## config.mk

```make
export PLATFORM = sky130hd
export DESIGN_NAME = ps2_scan_rx
export DESIGN_NICKNAME = d
export VERILOG_FILES = /design/src/rtl/ps2_scan_rx.sv
export SDC_FILE = /design/constraint.sdc
export NUM_CORES = 1
export LEC_CHECK = 0
export ABC_AREA = 1
export ABC_CLOCK_PERIOD_IN_PS = 2350
export CAP_MARGIN = 30
export CORE_UTILIZATION = 60
export CTS_BUF_LIST = sky130_fd_sc_hd__clkbuf_4
export CTS_CLUSTER_SIZE = 20
export DETAILED_ROUTE_END_ITERATION = 6
export PLACE_DENSITY = 0.75
export SLEW_MARGIN = 40
export SYNTH_ARGS = -nofsm -noshare
export SYNTH_HDL_FRONTEND = slang
export SYNTH_SLANG_ARGS = --single-unit
```

## constraint.sdc

```tcl
create_clock -name clk -period 2.35 [get_ports clk]
set_clock_uncertainty 0.15 [all_clocks]
set_input_delay 0.47 -clock clk [delete_from_list [all_inputs] [get_ports clk]]
set_output_delay 0.47 -clock clk [all_outputs]
set_load 0.01 [all_outputs]
```

## src/rtl/ps2_scan_rx.sv

```systemverilog
// PS/2 keyboard receiver: synchronise and glitch-filter the PS/2 lines, frame 11-bit packets,
// fold E0/F0 prefixes into tagged events and queue them in a FIFO for the display logic.
module ps2_scan_rx #(
  parameter int FIFO_DEPTH = 8,
  parameter int FILTER_LEN = 4,
  parameter int TIMEOUT    = 5000
) (
  input  logic                          clk,
  input  logic                          clr,
  input  logic                          ps2_clk,
  input  logic                          ps2_data,
  input  logic                          nextdata_n,
  output logic [9:0]                    data,
  output logic                          ready,
  output logic [$clog2(FIFO_DEPTH):0]   level,
  output logic                          overflow,
  output logic                          parity_err,
  output logic                          timeout_err
);
  localparam int AW = $clog2(FIFO_DEPTH);
  localparam int LW = AW + 1;
  localparam int TW = $clog2(TIMEOUT + 1);
  localparam logic [3:0]    FL_M1 = 4'(FILTER_LEN - 1);
  localparam logic [TW-1:0] TO_M1 = TW'(TIMEOUT - 1);
  localparam logic [LW-1:0] FULL  = LW'(FIFO_DEPTH);

  typedef enum logic {S_IDLE, S_SHIFT} state_t;

  logic [1:0]    r_clk_s, r_dat_s;
  logic          r_fclk, r_fclk_d;
  logic [3:0]    r_fcnt;
  state_t        r_state, w_next;
  logic [3:0]    r_bitcnt;
  logic [9:0]    r_shift;
  logic [TW-1:0] r_tcnt;
  logic          r_ext, r_brk, r_perr, r_terr, r_ovf;
  logic          r_push;
  logic [9:0]    r_push_data;
  logic [AW-1:0] r_wptr, r_rptr;
  logic [LW-1:0] r_level;
  logic [9:0]    r_mem [FIFO_DEPTH];

  logic          w_strobe, w_bit, w_done, w_tout, w_valid;
  logic [10:0]   w_frame;
  logic [7:0]    w_byte;
  logic          w_pop, w_full, w_wr;

  // The filtered clock only follows the synchronised line after FILTER_LEN equal samples.
  always_ff @(posedge clk or posedge clr) begin
    if (clr) begin
      r_clk_s  <= 2'b11;
      r_dat_s  <= 2'b11;
      r_fclk   <= 1'b1;
      r_fclk_d <= 1'b1;
      r_fcnt   <= '0;
    end else begin
      r_clk_s  <= {r_clk_s[0], ps2_clk};
      r_dat_s  <= {r_dat_s[0], ps2_data};
      r_fclk_d <= r_fclk;
      if (r_clk_s[1] == r_fclk) r_fcnt <= '0;
      else if (r_fcnt == FL_M1) begin
        r_fclk <= r_clk_s[1];
        r_fcnt <= '0;
      end else r_fcnt <= r_fcnt + 4'd1;
    end
  end

  assign w_strobe = r_fclk_d & ~r_fclk;
  assign w_bit    = r_dat_s[1];

  always_ff @(posedge clk or posedge clr) begin
    if (clr) r_state <= S_IDLE;
    else     r_state <= w_next;
  end

  always_comb begin
    w_next = r_state;
    case (r_state)
      S_IDLE:  if (w_strobe) w_next = S_SHIFT;
      S_SHIFT: if (w_done || w_tout) w_next = S_IDLE;
      default: w_next = S_IDLE;
    endcase
  end

  always_comb begin
    w_done  = (r_state == S_SHIFT) && w_strobe && (r_bitcnt == 4'd10);
    w_tout  = (r_state == S_SHIFT) && !w_strobe && (r_tcnt == TO_M1);
    w_frame = {w_bit, r_shift};
    w_valid = !w_frame[0] && w_frame[10] && (^w_frame[9:1]);
    w_byte  = w_frame[8:1];
  end

  always_ff @(posedge clk or posedge clr) begin
    if (clr) begin
      r_bitcnt    <= '0;
      r_shift     <= '0;
      r_tcnt      <= '0;
      r_ext       <= 1'b0;
      r_brk       <= 1'b0;
      r_perr      <= 1'b0;
      r_terr      <= 1'b0;
      r_push      <= 1'b0;
      r_push_data <= '0;
    end else begin
      r_push <= 1'b0;
      if (w_strobe || r_state != S_SHIFT || w_tout) r_tcnt <= '0;
      else                                          r_tcnt <= r_tcnt + TW'(1);
      if (w_done || w_tout) r_bitcnt <= '0;
      else if (w_strobe)    r_bitcnt <= r_bitcnt + 4'd1;
      if (w_strobe && !w_done) r_shift[r_bitcnt] <= w_bit;
      if (w_tout) begin
        r_terr <= 1'b1;
        r_ext  <= 1'b0;
        r_brk  <= 1'b0;
      end
      if (w_done) begin
        if (!w_valid) begin
          r_perr <= 1'b1;
          r_ext  <= 1'b0;
          r_brk  <= 1'b0;
        end else if (w_byte == 8'hE0) r_ext <= 1'b1;
        else if (w_byte == 8'hF0)     r_brk <= 1'b1;
        else begin
          r_push      <= 1'b1;
          r_push_data <= {r_ext, r_brk, w_byte};
          r_ext       <= 1'b0;
          r_brk       <= 1'b0;
        end
      end
    end
  end

  // A pop in the same cycle frees the slot, so a push into a full FIFO still lands.
  assign w_pop  = ready & ~nextdata_n;
  assign w_full = (r_level == FULL);
  assign w_wr   = r_push & (~w_full | w_pop);

  always_ff @(posedge clk or posedge clr) begin
    if (clr) begin
      r_wptr  <= '0;
      r_rptr  <= '0;
      r_level <= '0;
      r_ovf   <= 1'b0;
    end else begin
      if (w_wr)  r_wptr <= r_wptr + AW'(1);
      if (w_pop) r_rptr <= r_rptr + AW'(1);
      r_level <= r_level + LW'(w_wr) - LW'(w_pop);
      if (r_push && w_full && !w_pop) r_ovf <= 1'b1;
    end
  end

  always_ff @(posedge clk) begin
    if (w_wr) r_mem[r_wptr] <= r_push_data;
  end

  assign data        = r_mem[r_rptr];
  assign ready       = (r_level != '0);
  assign level       = r_level;
  assign overflow    = r_ovf;
  assign parity_err  = r_perr;
  assign timeout_err = r_terr;
endmodule

```

==> results.tsv <==
stage	metric	value	unit
grt	grt_pass1_vias	4498	
die	io_pins	23	
final_layout	drive_gt1_frac	0.205	
setup_path	cp.arrival	1.98	ns
die	rows	36	
routing	drt_iter0_drc	273	
place	place.port_buffers	22	
synth	ys_types	34	
setup_path	criticalPathCategory	reg2out	
job	cap_violations	0	
final_layout	nFillCells	635	
synth	yosysMostFrequentCell	nand2_1	
sta	slew_headroom	0.714	
status	violations	negative setup slack	
grt	grt_usage	0.256	
setup_path	crit_path_start	r_rptr[0]$_DFFE_PP0N_	
synth	ys_ff_latch	144	
synth	ys_seq_area_frac	0.644	
synth	syn_nets	615	
sta	setup-tns-final	-1.65	ns
setup_path	r2r-end	level[1]$_DFF_PP0_	
setup_path	worstSetupEndpointType	output port	
status	status	finished with violations	
cts	cts.sinks	144	
synth	synth_edf_count	80	
cts	holdBufCountCts	0	
place	dpl_worst_slack	-0.138	ns
routing	routed.top_layer	met4	
synth	synth_area_leaders	edfxtp_1 (39%), dfrtp_1 (23%), nand2_1 (8.0%), nor2_1 (6.3%), ha_1 (3.6%)	
synth	netlist.area_leader.share	0.385	
place	place_congestion	0.868	
worst_hold_path	hp-class	in2async	
cts	cts_htree_levels	4	
die	die-height	104	um
cts	clock_path_buffers	2	
routing	vias	4361	
setup_path	critPathCapture	data[7]	
cts	clk_pin_slew	0.12	ns
routing	drcViolationCount	0	
synth	async_reset_ff_frac	0.444	
setup_path	start_kind	flip-flop	
setup_path	r2r_cells	13	
die	die_x	104	um
sta	fin_ws	-0.249	ns
routing	post_drt_wl_per_cell	16.4	um
synth	synthFlopType	edfxtp_1	
synth	syn_area	0.00623	mm^2
grt	grt_max_degree	43	
sta	fmax	385	MHz
routing	wl_met1	5.20	mm
cts	numCtsBuffers	17	
routing	firstDrtPassIters	4	
setup_path	reg2reg_slack	0.23	ns
die	dieArea	0.0108	mm^2
routing	met3_length	671	um
setup_path	crit_fanout	12	
synth	synth_area_per_cell	10.5	um^2
routing	viasPerCell	5.50	
grt	gr-total-overflow	0	
sta	slew_viol_final	0	
sta	fin_crit_sh	1.11	
power	powerDensity	1110	mW/mm^2
cts	cts_tree	done	
final_layout	diodes	0	
synth	synth_commonest_cells	nand2_1 (133), nor2_1 (105), edfxtp_1 (80)	
place	dp_cells	751	
sta	rsz0062_at_grt	true	
sta	tightest_slew	0.428	ns
cts	cts_root_buf	clkbuf_4	
routing	drt_wl_total	13.0	mm
die	start_util	0.629	
final_layout	final_nets	671	
power	vdd_ir_drop_max	644	uV
setup_path	crit_required	1.73	ns
cts	insertion_delay	0.53	ns
die	core-area	0.00991	mm^2
place	dpl.hpwl	8.30	mm
synth	synth_warnings	0	
grt	antenna_found_initial	0	
synth	yosysTopAreaCell	edfxtp_1	
final_layout	stdcell_count	793	
sta	hold_viol	0	
routing	wl_met2	6.76	mm
power	leakage	3.03	nW
sta	period_minus_slack	2.60	ns
sta	setup_violations	10	
power	power	8.23	mW
routing	ant_nets	0	
setup_path	r2r-start	level[2]$_DFF_PP0_	
grt	grt_pass1_wl	21.2	mm
sta	hold_ws	0.0758	ns
final_layout	syn_to_final_growth	19.0	%
synth	netlist_instances	591	
## area by class of cell
cell class | instances | area, um^2 | area share
well taps | 133 | 166 | 0.0224
clock inverters | 14 | 168 | 0.0226
clock buffers | 18 | 135 | 0.0182
repair buffers | 54 | 588 | 0.0793
multi-input cells | 379 | 2160 | 0.291
inverters | 51 | 194 | 0.0261
flip-flops and latches | 144 | 4010 | 0.541
## flip-flops by register name (all words and copies together), names as in the netlist, 3 cells and up
register	flops
r_tcnt	13
r_wptr	3
r_bitcnt	4
level	4
r_mem	80
r_rptr	3
r_shift	10
r_fcnt	4
r_push_data	10
## layer usage
layer | vias to the layer above | global-route usage
met5 | - | 0
met2 | 143 | 0.440
met4 | 0 | 0.109
met1 | 2087 | 0.311
li1 | 2094 | -
met3 | 37 | 0.0595
## power by group
group | leakage [nW] | internal [mW] | switching, mW | total, mW
clock | 0.148 | 0.744 | 0.875 | 1.62
sequential | 1.42 | 2.97 | 0.284 | 3.25
combinational | 1.46 | 1.50 | 1.86 | 3.35
total | 3.03 | 5.21 | 3.02 | 8.23
## timing repair
item / in CTS / in global routing
setup buffers: 6 / 0
cloned: 3 / 2
pin swaps: 20 / 8
setup endpoints to repair: 11 / 10
resized for setup: 89 / 26
## critical path, stage by stage, from the launching register on
cell and delay [ns]:
dfrtp_2 0.47, buf_4 0.18, buf_12 0.14, o21ai_0 0.24, o32ai_2 0.13, nand2_1 0.10, nand2_1 0.06, buf_2 0.14
## worst min path at each step
stage | from | end | slack (ns) | depth (start not counted)
5_1_grt | clr | r_fcnt[2]$_DFF_PP0_ | 0.09 | 2
6_report | clr | r_fcnt[3]$_DFF_PP0_ | 0.08 | 2
3_5_place_dp | r_dat_s[0]$_DFF_PP1_ | r_dat_s[1]$_DFF_PP1_ | 0.20 | 0
2_1_floorplan | r_clk_s[0]$_DFF_PP1_ | r_clk_s[1]$_DFF_PP1_ | 0.20 | 0
3_3_place_gp | r_dat_s[0]$_DFF_PP1_ | r_dat_s[1]$_DFF_PP1_ | 0.20 | 0
4_1_cts | clr | r_fcnt[3]$_DFF_PP0_ | 0.05 | 2
## kinds of logic after synthesis
kind of cell    synth area share
buf+inv                   0.0438
fa+ha+maj                 0.0393
simple gates               0.186
xor+xnor                  0.0225
compound gates            0.0652
flops                      0.644
## metrics by stage
| stage | area, um^2 | utilization |
|---|---|---|
| after detailed placement | 6740 | 0.680 |
| after floorplan | 6230 | - |
| after global routing | 7420 | 0.749 |
| after global placement | 6740 | 0.680 |
| final | 7420 | 0.749 |
| after CTS | 7290 | 0.735 |
## cell usage in the layout (no fill, tap or decap), types with 5 or more instances in the layout
master / netlist / layout
nor3_1: 7 / 7
clkdlybuf4s50_1: 0 / 11
dfrtp_1: 58 / 57
clkinvlp_4: 0 / 5
nor2_2: 1 / 10
o21ai_0: 31 / 13
buf_12: 0 / 8
o21ai_2: 0 / 6
clkbuf_4: 0 / 18
nor2_1: 105 / 93
inv_1: 45 / 43
xor2_1: 10 / 10
a21oi_1: 8 / 8
nor2_4: 4 / 7
buf_4: 1 / 19
o21ai_1: 0 / 11
xnor2_1: 6 / 6
ha_1: 18 / 18
buf_2: 5 / 10
nand2_1: 133 / 133
nand3_1: 20 / 20
edfxtp_1: 80 / 80
dfstp_2: 6 / 6
inv_2: 6 / 7
o32ai_2: 0 / 17
Power figures use the tool's default switching activity.
